<file path="src/rtl/rv32m_pkg.sv">
// rtl/rv32m_pkg.sv - shared types and constants for the RV32M multiply/divide unit
// Purpose: operation encoding (equal to funct3), FSM state type, decode and
//          special-case constants, and small operation-class helpers.
// Ports: none (package).
package rv32m_pkg;

  typedef enum logic [2:0] {
    OP_MUL    = 3'd0,
    OP_MULH   = 3'd1,
    OP_MULHSU = 3'd2,
    OP_MULHU  = 3'd3,
    OP_DIV    = 3'd4,
    OP_DIVU   = 3'd5,
    OP_REM    = 3'd6,
    OP_REMU   = 3'd7
  } muldiv_op_e;

  typedef enum logic [1:0] {
    IDLE = 2'd0,
    CALC = 2'd1,
    FIX  = 2'd2,
    DONE = 2'd3
  } state_e;

  localparam logic [6:0]  F7_MULDIV = 7'h01;
  localparam logic [31:0] DIV0_Q    = 32'hFFFF_FFFF;
  localparam logic [31:0] INT_MIN   = 32'h8000_0000;

  function automatic logic op_is_div(input muldiv_op_e op);
    return op inside {OP_DIV, OP_DIVU, OP_REM, OP_REMU};
  endfunction

  function automatic logic op_is_rem(input muldiv_op_e op);
    return op inside {OP_REM, OP_REMU};
  endfunction

  // MUL low word is sign-agnostic; treating it as signed keeps one datapath.
  function automatic logic op_rs1_signed(input muldiv_op_e op);
    return op inside {OP_MUL, OP_MULH, OP_MULHSU, OP_DIV, OP_REM};
  endfunction

  function automatic logic op_rs2_signed(input muldiv_op_e op);
    return op inside {OP_MUL, OP_MULH, OP_DIV, OP_REM};
  endfunction

endpackage

</file>
<file path="src/rtl/rv32m_div_iter.sv">
// rtl/rv32m_div_iter.sv - one combinational restoring-division step
// Purpose: shifts the next dividend bit into the partial remainder, subtracts
//          the divisor when it fits, and shifts the quotient bit in.
// Ports:
//   rem_in   in  XLEN  partial remainder (always < divisor)
//   quo_in   in  XLEN  dividend bits not yet consumed / quotient bits so far
//   divisor  in  XLEN  divisor magnitude
//   rem_out  out XLEN  next partial remainder
//   quo_out  out XLEN  next dividend/quotient word
module rv32m_div_iter #(
  parameter int XLEN = 32
) (
  input  logic [XLEN-1:0] rem_in,
  input  logic [XLEN-1:0] quo_in,
  input  logic [XLEN-1:0] divisor,
  output logic [XLEN-1:0] rem_out,
  output logic [XLEN-1:0] quo_out
);

  logic [XLEN:0] shifted;
  logic [XLEN:0] diff;
  logic          fits;

  always_comb begin
    shifted = {rem_in, quo_in[XLEN-1]};
    diff    = shifted - {1'b0, divisor};
    fits    = (shifted >= {1'b0, divisor});
    // The remainder stays below the divisor, so the restored or reduced
    // value always fits back into XLEN bits.
    rem_out = fits ? diff[XLEN-1:0] : shifted[XLEN-1:0];
    quo_out = {quo_in[XLEN-2:0], fits};
  end

endmodule

</file>
<file path="src/rtl/rv32m_muldiv_unit.sv">
// rtl/rv32m_muldiv_unit.sv - multi-cycle RV32M multiply/divide execute unit
// Purpose: MUL/MULH/MULHSU/MULHU/DIV/DIVU/REM/REMU with valid/ready handshake.
//          Iterative path: IDLE -> CALC (XLEN steps) -> FIX (sign) -> DONE.
//          Divide-by-zero and signed overflow resolve directly to DONE.
// Config macro: RV32M_FAST_MUL_EN - multiplies use a single-cycle 33x33 signed
//          product at the accept edge; otherwise multiply is shift-add.
// Ports:
//   clk, rst_n          clock, asynchronous active-low reset
//   in_valid/in_ready   request handshake (in_ready only in IDLE)
//   f7_m, f3            M-extension select and operation
//   rs1, rs2            operands
//   kill                synchronous flush to IDLE
//   out_valid/out_ready result handshake
//   result              RV32M result, stable while out_valid
//   busy                state != IDLE
module rv32m_muldiv_unit
  import rv32m_pkg::*;
#(
  parameter int XLEN  = 32,
  parameter int CNT_W = 6
) (
  input  logic            clk,
  input  logic            rst_n,
  input  logic            in_valid,
  output logic            in_ready,
  input  logic            f7_m,
  input  logic [2:0]      f3,
  input  logic [XLEN-1:0] rs1,
  input  logic [XLEN-1:0] rs2,
  input  logic            kill,
  output logic            out_valid,
  input  logic            out_ready,
  output logic [XLEN-1:0] result,
  output logic            busy
);

  state_e            state_q;
  logic [CNT_W-1:0]  cnt_q;
  muldiv_op_e        op_q;
  logic              neg_q;
  logic [XLEN-1:0]   opb_q;
  // Multiply: {partial product high, multiplier shifting out}.
  // Divide:   {partial remainder, dividend shifting out / quotient in}.
  logic [2*XLEN-1:0] acc_q;
  logic              out_valid_q;
  logic [XLEN-1:0]   result_q;

  // ---------------- accept-side decode ----------------
  muldiv_op_e      op_in;
  logic            accept;
  logic            a_neg, b_neg, neg_in;
  logic [XLEN-1:0] a_mag, b_mag;
  logic            div_zero, div_ovf, special_hit;
  logic [XLEN-1:0] special_result;

  always_comb begin
    op_in  = muldiv_op_e'(f3);
    accept = in_valid & (state_q == IDLE) & f7_m & ~kill;
    a_neg  = op_rs1_signed(op_in) & rs1[XLEN-1];
    b_neg  = op_rs2_signed(op_in) & rs2[XLEN-1];
    a_mag  = a_neg ? -rs1 : rs1;
    b_mag  = b_neg ? -rs2 : rs2;
    // Remainder follows the dividend sign; everything else the sign product.
    neg_in = op_is_rem(op_in) ? a_neg : (a_neg ^ b_neg);

    div_zero    = op_is_div(op_in) & (rs2 == '0);
    div_ovf     = (op_in inside {OP_DIV, OP_REM}) & (rs1 == INT_MIN) & (rs2 == '1);
    special_hit = div_zero | div_ovf;
    if (div_zero)
      special_result = op_is_rem(op_in) ? rs1 : DIV0_Q;
    else
      special_result = op_is_rem(op_in) ? '0 : INT_MIN;
  end

  // ---------------- optional single-cycle multiply ----------------
  logic            fast_hit;
  logic [XLEN-1:0] fast_result;

`ifdef RV32M_FAST_MUL_EN
  logic signed [XLEN:0]     fm_a, fm_b;
  logic signed [2*XLEN+1:0] fm_p;

  always_comb begin
    // One extra bit per operand lets a single signed multiplier cover
    // signed, unsigned and mixed-sign forms.
    fm_a        = {op_rs1_signed(op_in) & rs1[XLEN-1], rs1};
    fm_b        = {op_rs2_signed(op_in) & rs2[XLEN-1], rs2};
    fm_p        = fm_a * fm_b;
    fast_hit    = ~op_is_div(op_in);
    fast_result = (op_in == OP_MUL) ? fm_p[XLEN-1:0] : fm_p[2*XLEN-1:XLEN];
  end
`else
  always_comb begin
    fast_hit    = 1'b0;
    fast_result = '0;
  end
`endif

  // ---------------- iteration datapath ----------------
  logic [XLEN:0]     mul_sum;
  logic [2*XLEN-1:0] mul_next;
  logic [XLEN-1:0]   div_rem, div_quo;

  always_comb begin
    mul_sum  = {1'b0, acc_q[2*XLEN-1:XLEN]} + (acc_q[0] ? {1'b0, opb_q} : '0);
    mul_next = {mul_sum, acc_q[XLEN-1:1]};
  end

  rv32m_div_iter #(.XLEN(XLEN)) u_div_iter (
    .rem_in  (acc_q[2*XLEN-1:XLEN]),
    .quo_in  (acc_q[XLEN-1:0]),
    .divisor (opb_q),
    .rem_out (div_rem),
    .quo_out (div_quo)
  );

  // ---------------- sign fix and result select ----------------
  logic [2*XLEN-1:0] prod_fix;
  logic [XLEN-1:0]   quo_fix, rem_fix, fix_result;

  always_comb begin
    prod_fix = neg_q ? -acc_q : acc_q;
    quo_fix  = neg_q ? -acc_q[XLEN-1:0] : acc_q[XLEN-1:0];
    rem_fix  = neg_q ? -acc_q[2*XLEN-1:XLEN] : acc_q[2*XLEN-1:XLEN];
    unique case (op_q)
      OP_MUL:                       fix_result = prod_fix[XLEN-1:0];
      OP_MULH, OP_MULHSU, OP_MULHU: fix_result = prod_fix[2*XLEN-1:XLEN];
      OP_DIV, OP_DIVU:              fix_result = quo_fix;
      default:                      fix_result = rem_fix;
    endcase
  end

  // ---------------- control FSM ----------------
  always_ff @(posedge clk or negedge rst_n) begin
    if (!rst_n) begin
      state_q     <= IDLE;
      cnt_q       <= '0;
      op_q        <= OP_MUL;
      neg_q       <= 1'b0;
      opb_q       <= '0;
      acc_q       <= '0;
      out_valid_q <= 1'b0;
      result_q    <= '0;
    end else if (kill) begin
      state_q     <= IDLE;
      cnt_q       <= '0;
      out_valid_q <= 1'b0;
    end else begin
      unique case (state_q)
        IDLE: begin
          if (accept) begin
            op_q  <= op_in;
            neg_q <= neg_in;
            opb_q <= b_mag;
            acc_q <= {{XLEN{1'b0}}, a_mag};
            cnt_q <= '0;
            if (special_hit) begin
              result_q    <= special_result;
              out_valid_q <= 1'b1;
              state_q     <= DONE;
            end else if (fast_hit) begin
              result_q    <= fast_result;
              out_valid_q <= 1'b1;
              state_q     <= DONE;
            end else begin
              state_q <= CALC;
            end
          end
        end
        CALC: begin
          // Counter saturates at XLEN; the terminal cycle only hands over to FIX.
          if (cnt_q == CNT_W'(XLEN)) begin
            state_q <= FIX;
          end else begin
            acc_q <= op_is_div(op_q) ? {div_rem, div_quo} : mul_next;
            cnt_q <= cnt_q + CNT_W'(1);
          end
        end
        FIX: begin
          result_q    <= fix_result;
          out_valid_q <= 1'b1;
          state_q     <= DONE;
        end
        DONE: begin
          if (out_ready) begin
            out_valid_q <= 1'b0;
            state_q     <= IDLE;
          end
        end
        default: state_q <= IDLE;
      endcase
    end
  end

  assign in_ready  = (state_q == IDLE);
  assign busy      = (state_q != IDLE);
  assign out_valid = out_valid_q;
  assign result    = result_q;

endmodule
</file>
<file path="config.mk">
export PLATFORM = sky130hd
export DESIGN_NAME = rv32m_muldiv_unit
export DESIGN_NICKNAME = d
export VERILOG_FILES = /design/src/rtl/rv32m_pkg.sv /design/src/rtl/rv32m_div_iter.sv /design/src/rtl/rv32m_muldiv_unit.sv
export SDC_FILE = /design/constraint.sdc
export NUM_CORES = 1
export LEC_CHECK = 0
export BUFFER_PORTS_ARGS = -buffer_cell sky130_fd_sc_hd__buf_4
export CAP_MARGIN = 25
export CORE_MARGIN = 2
export CORE_UTILIZATION = 45
export DETAILED_ROUTE_END_ITERATION = 10
export PLACE_DENSITY = 0.77
export SKIP_LAST_GASP = 1
export SLEW_MARGIN = 30
export SYNTH_ARGS = -nofsm -noshare
export SYNTH_HDL_FRONTEND = slang
export SYNTH_SLANG_ARGS = --single-unit
</file>
<file path="constraint.sdc">
create_clock -name clk -period 3.3 [get_ports clk]
set_input_delay 0.66 -clock clk [delete_from_list [all_inputs] [get_ports clk]]
set_output_delay 0.66 -clock clk [all_outputs]
set_load 0.02 [all_outputs]
</file>
Yosys cells after proc, flatten, opt, wreduce, memory -nomap -nowiden. Cells that the tools add are included.

Register bits after elaboration: 141. Output and inout port bits: 35.

Add/subtract/negate cells: 8. $lt $le $gt $ge: 1. Equality and inequality tests: 27. Multiplexer cells: 34. Bitwise operators: 11. Reductions and logical operators: 23.

Operators by type and width (count): 32-bit two-way mux (11); 64-bit two-way mux (4); 32-bit negation (4); 64-bit case mux with 2 select lines (1); 32-bit case mux with 3 select lines (1); 32-bit equality test, second input constant (2); 64-bit negation (1); 32-bit case mux with 2 select lines (1); 32-bit by 32-bit adder with 33-bit output (1); 33-bit by 32-bit >= comparator with 1-bit output (1); 32-bit logical NOT (1); 32-bit subtractor (1); 3-bit equality test, second input constant (8); 6-bit two-way mux (3); 4-bit nonzero test (4); 6-bit case mux with 2 select lines (1); 4-bit AND reduction (3); 2-bit two-way mux (5); 2-bit nonzero test (5); 3-bit by 2-bit equality test with 1-bit output, second input constant (3); 3-bit != test, second input constant (3); 3-bit AND reduction (3); 1-bit AND (8); 2-bit case mux with 4 select lines (1); other kinds (19) (28).

Longest topological paths before layout. Gate-level depths: netlist of run 1.

Depth in word-level cells: 9. Depth in mapped cells: 14. Depth with buffers taken out: 13.

By module. Synthesis of run 1 repeated with hierarchy kept, for this count alone.

Cell total of the unflattened synthesis: 1935. Area, all modules: 14840.5 µm².

By module, submodules not included: rv32m_muldiv_unit (times used 1, cells an instance 1580, area an instance 12269.3 µm², seq. area each 3528.4 µm²); rv32m_div_iter (times used 1, cells an instance 355, area an instance 2571.2 µm², seq. area each 0.0 µm²).

Least setup slack after synthesis of run 1. OpenSTA, ideal clock, no wires.

Kind: register -> register. Start point: reg acc_q[0]. End point: reg acc_q[62]. Setup time: 0.126 ns. Arrival: 3.105 ns. Setup slack: 0.069 ns. Cell stages (with the launch flop): 14. Path through: dfrtp_1 > inv_1 > clkbuf_1 > nor2_1 > ha_1 > a21o_1 > a21o_1 > a21o_1 > a221o_1 > a21oi_1 > a21oi_1 > mux2i_1 > a221o_1 > a221o_1.

Word-level cells in the longest chain between the ends: 5.

RTL lines: from (decl) (line rv32m_muldiv_unit.sv:44) `logic [2*XLEN-1:0] acc_q;`; from (signal assigned) (line rv32m_muldiv_unit.sv:155) `acc_q <= {{XLEN{1'b0}}, a_mag};`; from (signal assigned) (line rv32m_muldiv_unit.sv:175) `acc_q <= op_is_div(op_q) ? {div_rem, div_quo} : mul_next;`; 32-bit two-way mux (line rv32m_muldiv_unit.sv:105) `mul_sum = {1'b0, acc_q[2*XLEN-1:XLEN]} + (acc_q[0] ? {1'b0, opb_q} : '0);`; 32-bit by 32-bit adder with 33-bit output (line rv32m_muldiv_unit.sv:105); 64-bit two-way mux (line rv32m_muldiv_unit.sv:175); 64-bit two-way mux (line rv32m_muldiv_unit.sv:172) `if (cnt_q == CNT_W'(XLEN)) begin`; 64-bit case mux with 2 select lines (line rv32m_muldiv_unit.sv:149) `unique case (state_q)`.

No other way between the ends. The select of a mux whose other input is x is not followed. A chain may end at the register's enable or synchronous reset.

Worst setup path in the final report of run 1.
Start point: reg acc_q[0]. End point: reg acc_q[61].

The elaborated chain is that of the path after synthesis.

==> flow_summary_export.csv, run 1 <==
group,metric,value,unit
timing,slew-limit-headroom,0.532,
clocking,insertion_delay,450,ps
clocking,cts_max_level,4,
power,power.share.sequential,0.184,
place,io_buffers,107,
critical_path,arrival,3570,ps
synth,synthTopCellsByArea,"dfrtp_1 (25%), o21ai_0 (8.8%), ha_1 (6.6%), nand2_1 (6.5%), xnor2_1 (6.2%)",
power,p_clk_frac,0.121,
cells_and_area,drive_above_1_share,0.175,
detailed_routing,avgViaCountPerCell,6.37,
power,power.density,998,nW/um2
synth,ys_seq_area_frac,0.249,
timing,worst_pin_slew,695,ps
synth,synthCells,1880,
power,peakVddDrop,553,uV
grt,grt_pass1_wl,80100,um
critical_path,endpoint_kind,"flop",
detailed_routing,first_pass_iters,6,
critical_path,cp_max_fo,15,
job,drv_cap,0,
timing,setup_viol,0,
cells_and_area,antenna_cells,0,
timing,clock.fmax,307,MHz
synth,syn_nets,2030,
synth,ys_ff_latch,141,
cells_and_area,final_cell_mix,"buf_4 (257), nand2_1 (246), o21ai_0 (244), dfrtp_1 (139), nor2_1 (129)",
detailed_routing,wl,51100,um
clocking,cts-root-buf,"clkbuf_16",
power,leakage,7.67,nW
critical_path,path_cells,"inv_2 > buf_12 > nor2_1 > ha_1 > a21o_1 > a311oi_1 > o21ai_0 > a31oi_1 > buf_4 > o31ai_4 > buf_4 > a2111oi_1 > a31oi_1 > a21oi_2 > o31ai_1",
detailed_routing,drc,0,
cells_and_area,layout_commonest_cell,"buf_4",
place,gp_congestion,1.00,
power,combinationalPowerShare,0.695,
grt,grt_pass1_vias,14672,
detailed_routing,wl_per_cell,20.8,um
synth,yosysWarnings,0,
power,intPower,0.00820,W
cells_and_area,n_fill_cell,2872,
synth,async_flop_share,1.00,
clocking,clkTransAtPathRegs,70,ps
min_path,min_path_type,"input pin to async pin",
detailed_routing,drtIter0Drc,1645,
detailed_routing,ant_nets,0,
critical_path,critPathMaxStageDelay,450,ps
floorplanning,fp.dieW,181,um
floorplanning,core,30700,um2
grt,track_usage,0.306,
synth,synth_top_flop_cell,"dfrtp_1",
place,dpl.hpwl,39300,um
floorplanning,dieArea,32900,um2
floorplanning,die_y,181,um
critical_path,cp-start-kind,"flop",
synth,synth_cell_types,79,
timing,fin_worst_skew,9.85,ps
synth,synth_area_leader_cell,"dfrtp_1",
clocking,cts_buffer_depth,2,
timing,final_hold_viol_count,0,
cells_and_area,synthToLayoutAreaGrowth,20.5,%
timing,fin_crit,3250,ps
floorplanning,initial_core_util,0.460,
synth,avgSynthCellArea,7.53,um2
timing,period_share,0.986,
power,p_sw,0.00883,W
outcome,status,"finished, final reports clean",
synth,synth_top_area_frac,0.249,
clocking,cts_buffers,17,
detailed_routing,routed-via-count,15655,
synth,synth_edf_count,0,
floorplanning,row_count,64,
timing,report.final.slew_viol_count,0,
timing,holdWs,203,ps
timing,rsz0062_at_grt,"true",
cells_and_area,final_nets,2197,
power,swShare,0.519,
grt,grt_max_degree,68,
grt,antenna_found_initial,0,
synth,synth_area,14200,um2
clocking,cts_hold_buffers,0,
grt,grt-ovfl-total,0,
critical_path,worstSetupPathType,"flop to flop",
cells_and_area,final-instance-count-excl-fill,2456,
critical_path,required,3620,ps
critical_path,cp_slowest_cell,"a2111oi_1",
clocking,cts_tree,"built",
place,dp.cells,2423,
clocking,clock_sinks,141,
timing,worst_slack,47.3,ps
timing,setup_tns,0,ps
place,post-place-ws,-201,ps
floorplanning,io_pins,108,
[final timing paths]
kind                                  startpoint  cells after the start                     end  slack [ps]
min reg2reg                result[7]$_DFFE_PN0P_                      2   result[7]$_DFFE_PN0P_         470
max                         acc_q[0]$_DFFE_PN0P_                     15   acc_q[61]$_DFFE_PN0P_          50
max reg2reg                 acc_q[0]$_DFFE_PN0P_                     15   acc_q[61]$_DFFE_PN0P_          50
max in group asynchronous                  rst_n                      2  result[24]$_DFFE_PN0P_        2290
min                                        rst_n                      1   opb_q[10]$_DFFE_PN0P_         200
min in group clk                           f3[0]                      3     op_q[0]$_DFFE_PN0P_         440
[metal layers]
metal  vias up  part of all wire  track usage
met3       117             0.098       0.0519
met1      7399              0.42        0.423
li1       7218                 -            -
met5         -                 0            0
met4         0             0.033        0.118
met2       921              0.45        0.478
[per-stage QoR]
step           area (um2)  total power [W]  utilization
3_3_place_gp        16300           0.0142        0.529
6_report            17100           0.0170        0.555
2_1_floorplan       14200           0.0106            -
4_1_cts             16900           0.0165        0.549
5_1_grt             17100           0.0182        0.555
3_5_place_dp        16300           0.0144        0.529
[sequential cells by signal (all words and copies together) (netlist names)]
register	flops
state_q	2
result	32
opb_q	32
out_valid	1
op_q	3
neg_q	1
acc_q	64
cnt_q	6
[timing repair]
action,4_1_cts,5_1_grt
buffers inserted,0,1
endpoints found under the hold margin,0,0
pin swaps,0,6
resized for setup,3,41
setup endpoints to repair,5,37
[synthesized netlist by cell type, types with 9 or more instances]
master / n
or4_1: 12
a211oi_1: 14
a221o_1: 9
clkbuf_1: 101
nor4_1: 20
mux2i_1: 53
xor2_1: 70
nor2_1: 131
and2_1: 10
nand3_1: 32
dfrtp_1: 141
o21ai_1: 13
buf_1: 12
o221ai_1: 16
a21oi_1: 117
or3_1: 24
nand2b_1: 10
o211ai_1: 16
ha_1: 75
xnor2_1: 101
o21ai_0: 250
nand2_1: 246
a22oi_1: 22
inv_1: 62
o41ai_1: 20
nor3_1: 47
a31oi_1: 21
and3_1: 14
a21o_1: 33
o31ai_1: 30
o21a_1: 15
nand4_1: 25
or2_2: 9
[power groups by stage]
stage	clock network, W	logic, W	registers [W]
final	0.00205	0.0118	0.00313
after global routing	0.00213	0.0128	0.00321
after CTS	0.00206	0.0114	0.00308
after detailed placement	0	0.0113	0.00311
after global placement	0	0.0111	0.00308
after floorplan	0	0.00766	0.00294
[kinds of logic after synthesis]
family,after synthesis,share of synthesized area
buffers and inverters,182,0.0492
muxes,53,0.0375
AOI/OAI and AO/OA,642,0.286
DFF,141,0.249
and+or+nand+nor,614,0.204
adders and majority gates,77,0.0691
xor gates and xnor gates,171,0.106
[worst max-delay path, delay by kind of cell, from the launching register on]
family / cells / cell delay [ps]
AO/OA/AOI/OAI: 9 / 1730
buffers and inverters: 4 / 580
flip-flops: 1 / 420
adder cells (fa/ha/maj): 1 / 350
AND/OR/NAND/NOR: 1 / 60
[layout make-up]
type / instances / area (um2) / share of cell area
clock buffer: 17 / 425 / 0.0249
clock inverter: 15 / 173 / 0.0101
inverter: 63 / 236 / 0.0139
multi-input combinational: 1557 / 10100 / 0.592
sequential: 141 / 3530 / 0.207
tap: 396 / 495 / 0.0290
timing repair buffer: 267 / 2100 / 0.123
No activity file was read; power rests on OpenSTA's default activity.
==> run 2, diff against run 1 <==
- CORE_UTILIZATION: 45 -> 30
- PLACE_DENSITY: 0.77 -> 0.59
==> run 2 against run 1 <==
- first-iteration DRC count down 6.1%
- final area up 3.6%
- clock power about the same
- wire length up 8.7%
- die area up 49%
- power up 2.4%
- maximum frequency down 0.98%
- critical path depth down 5
- flip-flop and latch count unchanged
- register-to-register slack worse by 30 ps
- global-route usage down 8.5 points
- hold slack worse by 90 ps
- largest power group unchanged
==> flow_summary_export.csv, run 2 (synthesis results as in run 1) <==
group,metric,value,unit
place,io_buffers,107,
cells_and_area,largest-register,"acc_q",
cells_and_area,largest_reg_flops,64,
detailed_routing,avgViaCountPerCell,5.67,
timing,fin_worst_skew,18.2,ps
timing,period_share,0.995,
timing,fin_crit,3280,ps
detailed_routing,first_pass_iters,7,
detailed_routing,routed-via-count,15372,
grt,antenna_found_initial,1,
clocking,cts_buffer_depth,2,
critical_path,endpoint_kind,"flop",
floorplanning,die_y,221,um
clocking,insertion_delay,460,ps
detailed_routing,wl,55500,um
clocking,cts_tree,"built",
floorplanning,fp.dieW,221,um
place,gp_congestion,0.956,
critical_path,path_cells,"or4_1 > or4_4 > buf_4 > or3_1 > o41ai_2 > xor2_1 > nor2_1 > a211oi_2 > buf_4 > o21ai_0",
detailed_routing,drtIter0Drc,1545,
critical_path,cp-start-kind,"flop",
timing,final_hold_viol_count,0,
critical_path,arrival,3610,ps
cells_and_area,final-instance-count-excl-fill,2709,
timing,clock.fmax,304,MHz
timing,report.final.slew_viol_count,0,
floorplanning,dieArea,48900,um2
critical_path,r2r_cells,10,
timing,worst_pin_slew,765,ps
critical_path,rrSetupSlack,20,ps
floorplanning,initial_core_util,0.304,
job,drv_cap,0,
cells_and_area,final_nets,2239,
timing,holdWs,114,ps
clocking,cts_buffers,17,
detailed_routing,wl_per_cell,20.5,um
timing,slew-limit-headroom,0.490,
place,dpl.hpwl,43200,um
power,power.density,986,nW/um2
clocking,clock_sinks,141,
cells_and_area,drive_above_1_share,0.196,
detailed_routing,ant_nets,0,
critical_path,path_buf_inv,2,
floorplanning,core,46600,um2
critical_path,cp_slowest_cell,"or4_1",
power,peakVddDrop,463,uV
grt,grt_pass1_wl,85600,um
place,post-place-ws,-207,ps
grt,grt_pass1_vias,14781,
detailed_routing,drc,0,
clocking,cts_hold_buffers,0,
timing,rsz0062_at_grt,"true",
min_path,min_path_type,"input pin to async pin",
place,dp.cells,2670,
critical_path,required,3630,ps
cells_and_area,synthToLayoutAreaGrowth,24.9,%
floorplanning,row_count,79,
clocking,clkTransAtPathRegs,70,ps
critical_path,reg2reg_to,"result[23]$_DFFE_PN0P_",
cells_and_area,final_cell_mix,"buf_4 (300), nand2_1 (244), o21ai_0 (244), dfrtp_1 (138), nor2_1 (129)",
clocking,cts_max_level,4,
cells_and_area,layout_commonest_cell,"buf_4",
critical_path,cp_common_cell,"buf_4",
timing,setup_viol,0,
critical_path,cp_max_fo,4,
critical_path,critPathTopFamily,"simple AND/OR/NAND/NOR gates",
power,leakage,7.88,nW
cells_and_area,antenna_cells,0,
grt,grt_max_degree,82,
grt,grt-ovfl-total,0,
clocking,cts-root-buf,"clkbuf_16",
timing,setup_tns,0,ps
timing,worst_slack,15.2,ps
critical_path,worstSetupPathType,"flop to flop",
grt,track_usage,0.221,
outcome,status,"finished, final reports clean",
floorplanning,io_pins,108,
critical_path,critPathMaxStageDelay,580,ps
critical_path,r2r_start,"acc_q[5]$_DFFE_PN0P_",
==> run 2: cell count changes in the layout (fill, tap and decap cells not counted), sizes merged <==
cell      change
clkinvlp      +4
clkinv        -1
clkbuf        +4
inv           -6
bufinv        -1
buf          +42
==> run 2: worst max-delay path by stage <==
stage,startpoint,endpoint,slack [ps],depth (start not counted)
after global placement,rs1[15],result[13]$_DFFE_PN0P_,-190,11
after CTS,acc_q[5]$_DFFE_PN0P_,result[23]$_DFFE_PN0P_,-90,10
final,acc_q[5]$_DFFE_PN0P_,result[23]$_DFFE_PN0P_,20,10
after detailed placement,rs1[15],result[13]$_DFFE_PN0P_,-210,11
after global routing,acc_q[5]$_DFFE_PN0P_,result[23]$_DFFE_PN0P_,-90,10
after floorplan,acc_q[0]$_DFFE_PN0P_,acc_q[62]$_DFFE_PN0P_,70,13
==> run 2: metal layers <==
metal  global-route usage  share of wire  vias to the layer above
met5                    0        0.00025                        -
met4               0.0890          0.037                        2
met3               0.0321          0.074                      125
met2                0.348           0.45                      635
met1                0.303           0.44                     7343
li1                     -              -                     7267
==> run 2: what timing repair did <==
item | 4_1_cts | 5_1_grt
setup endpoints to repair | 21 | 48
pin swaps | 3 | 7
resized for setup | 10 | 40
setup buffers | 1 | 6
==> run 2: power breakdown <==
part           total [W]  internal [W]  switching [W]
Sequential       0.00312       0.00235       0.000769
Clock            0.00202       0.00112       0.000896
Combinational     0.0123       0.00497        0.00734
==> run 2: final cells by class <==
| type | instances | area (um2) |
|---|---|---|
| repair buffers | 309 | 2420 |
| flip-flops and latches | 141 | 3530 |
| fillers | 4833 | 28900 |
| inverters | 63 | 236 |
| clock buffers | 21 | 480 |
| well taps | 607 | 759 |
| multi-input cells | 1557 | 10100 |
| clock inverters | 11 | 109 |
==> run 2: worst register-to-register path, cell delays in order (launching register included) <==
cell and delay (ps):
dfrtp_1 370, or4_1 580, or4_4 550, buf_4 170, or3_1 340, o41ai_2 260, xor2_1 250, nor2_1 120
a211oi_2 270, buf_4 170, o21ai_0 80
==> run 2: per-stage QoR <==
stage          instance area (um2)  total power, W   util
3_3_place_gp                 16800          0.0147  0.362
4_1_cts                      17500          0.0170  0.375
2_1_floorplan                14200          0.0106      -
5_1_grt                      17700          0.0187  0.380
6_report                     17700          0.0174  0.380
3_5_place_dp                 16800          0.0148  0.362
==> run 3, diff against run 2 <==
- SETUP_SLACK_MARGIN: unset -> 0.05
==> run 3 against run 2 <==
- power is 1.2% higher
- non-clock buffer count is 7 higher
- first-iteration DRC count is 2.9% higher
- highest routed layer unchanged
- critical endpoint unchanged
- sequential power barely moved
==> flow_summary_export.csv, run 3 (synthesis results as in run 1) <==
group,metric,value,unit
cells_and_area,layout_commonest_cell,"buf_4",
clocking,cts_max_level,4,
floorplanning,core,46600,um2
critical_path,cp_slowest_cell,"or4_1",
floorplanning,io_pins,108,
timing,clock.fmax,307,MHz
clocking,cts_buffers,17,
timing,rsz0062_at_grt,"true",
grt,globalRoute.busiestLayer,"met2",
clocking,clock_sinks,141,
min_path,min_path_type,"input pin to async pin",
detailed_routing,avgViaCountPerCell,5.67,
timing,fin_crit,3260,ps
critical_path,path_depth,10,
grt,grtUsageMet3,0.0324,
place,gp_congestion,0.956,
outcome,status,"finished, final reports clean",
grt,track_usage,0.221,
grt,grt-ovfl-total,0,
detailed_routing,wl,55900,um
cells_and_area,register_area,3530,um2
clocking,clkTransAtPathRegs,70,ps
floorplanning,initial_core_util,0.304,
timing,holdWs,113,ps
detailed_routing,first_pass_iters,8,
critical_path,rrSetupSlack,40,ps
floorplanning,row_count,79,
timing,worst_pin_slew,773,ps
critical_path,critPathTopFamily,"simple AND/OR/NAND/NOR gates",
timing,setup_viol,0,
clocking,insertion_delay,460,ps
cells_and_area,final_cell_mix,"buf_4 (304), nand2_1 (244), o21ai_0 (240), dfrtp_1 (138), nor2_1 (127)",
clocking,cts-root-buf,"clkbuf_16",
detailed_routing,drc,0,
cells_and_area,multi_input_area,10200,um2
grt,grt_use_met2,0.349,
grt,grt_pass1_wl,85700,um
critical_path,path_cells,"or4_1 > or4_4 > buf_4 > or3_1 > o41ai_2 > xor2_1 > nor2_1 > a211oi_2 > buf_4 > o21ai_0",
power,power.density,987,nW/um2
critical_path,cp_common_cell,"buf_4",
critical_path,endpoint_kind,"flop",
cells_and_area,synthToLayoutAreaGrowth,26.3,%
power,leakage,7.93,nW
clocking,cts_buffer_depth,2,
critical_path,r2r_cells,10,
timing,setup_tns,0,ps
critical_path,crit_start,"acc_q[5]$_DFFE_PN0P_",
detailed_routing,ant_nets,0,
cells_and_area,final-instance-count-excl-fill,2716,
power,total_power,0.0176,W
timing,fin_worst_skew,16.9,ps
critical_path,path_buf_inv,2,
critical_path,cp-start-kind,"flop",
cells_and_area,final_nets,2246,
clocking,cts_tree,"built",
critical_path,worstSetupPathType,"flop to flop",
cells_and_area,drive_above_1_share,0.207,
place,dp.cells,2670,
grt,grt_max_degree,82,
critical_path,critPathMaxStageDelay,580,ps
cells_and_area,largest-register,"acc_q",
power,peakVddDrop,465,uV
critical_path,r2r_start,"acc_q[5]$_DFFE_PN0P_",
place,io_buffers,107,
grt,grt_pass1_vias,14806,
timing,slew-limit-headroom,0.485,
detailed_routing,routed-via-count,15407,
critical_path,cp_max_fo,4,
place,dpl.hpwl,43200,um
floorplanning,dieArea,48900,um2
job,drv_cap,0,
critical_path,arrival,3590,ps
timing,report.final.slew_viol_count,0,
clocking,cts_hold_buffers,0,
grt,grt_use_met1,0.303,
cells_and_area,antenna_cells,0,
cells_and_area,n_fill_cell,4820,
timing,period_share,0.988,
cells_and_area,largest_reg_flops,64,
critical_path,reg2reg_to,"result[23]$_DFFE_PN0P_",
detailed_routing,drtIter0Drc,1590,
floorplanning,die_y,221,um
detailed_routing,wl_per_cell,20.6,um
grt,antenna_found_initial,1,
timing,final_hold_viol_count,0,
floorplanning,fp.dieW,221,um
critical_path,required,3630,ps
==> run 3: how the worst max path moves through the flow <==
stage / end / slack, ps
detailed placement: result[13]$_DFFE_PN0P_ / -210
global route: result[23]$_DFFE_PN0P_ / -90
finish: result[23]$_DFFE_PN0P_ / 40
floorplan: acc_q[62]$_DFFE_PN0P_ / 70
global placement: result[13]$_DFFE_PN0P_ / -190
CTS: result[23]$_DFFE_PN0P_ / -30
==> run 3: per-layer routing <==
layer,wire (um),up-vias,part of all wire
met5,14,-,0.00025
li1,-,7287,-
met1,24800,7374,0.44
met4,2020,2,0.036
met2,25100,625,0.45
met3,3910,119,0.070
==> run 3: cell type report <==
| type | count | share of cell area |
|---|---|---|
| multi-input combinational | 1557 | 0.573 |
| sequential | 141 | 0.198 |
| clock buffer | 21 | 0.0269 |
| timing repair buffer | 316 | 0.140 |
| inverter | 63 | 0.0134 |
| clock inverter | 11 | 0.00609 |
| tap | 607 | 0.0425 |
==> run 3: where the power goes <==
part / internal [W] / switching [W] / total, W
Clock: 0.00112 / 0.000895 / 0.00202
Sequential: 0.00235 / 0.000780 / 0.00313
Combinational: 0.00509 / 0.00741 / 0.0125
Total: 0.00857 / 0.00908 / 0.0176
==> run 3: timing repair <==
item	4_1_cts	5_1_grt
setup buffers	3	10
pin swaps	3	27
gates cloned	0	1
gates resized for setup	15	63
setup endpoints to repair	31	55
==> run 3: stage by stage <==
stage | worst slack, ps | util | cell area [um2]
finish | 41.0 | 0.384 | 17900
global route | -91.4 | 0.384 | 17900
CTS | -27.4 | 0.376 | 17500
detailed placement | -207 | 0.362 | 16800
global placement | -186 | 0.362 | 16800
floorplan | 68.8 | - | 14200
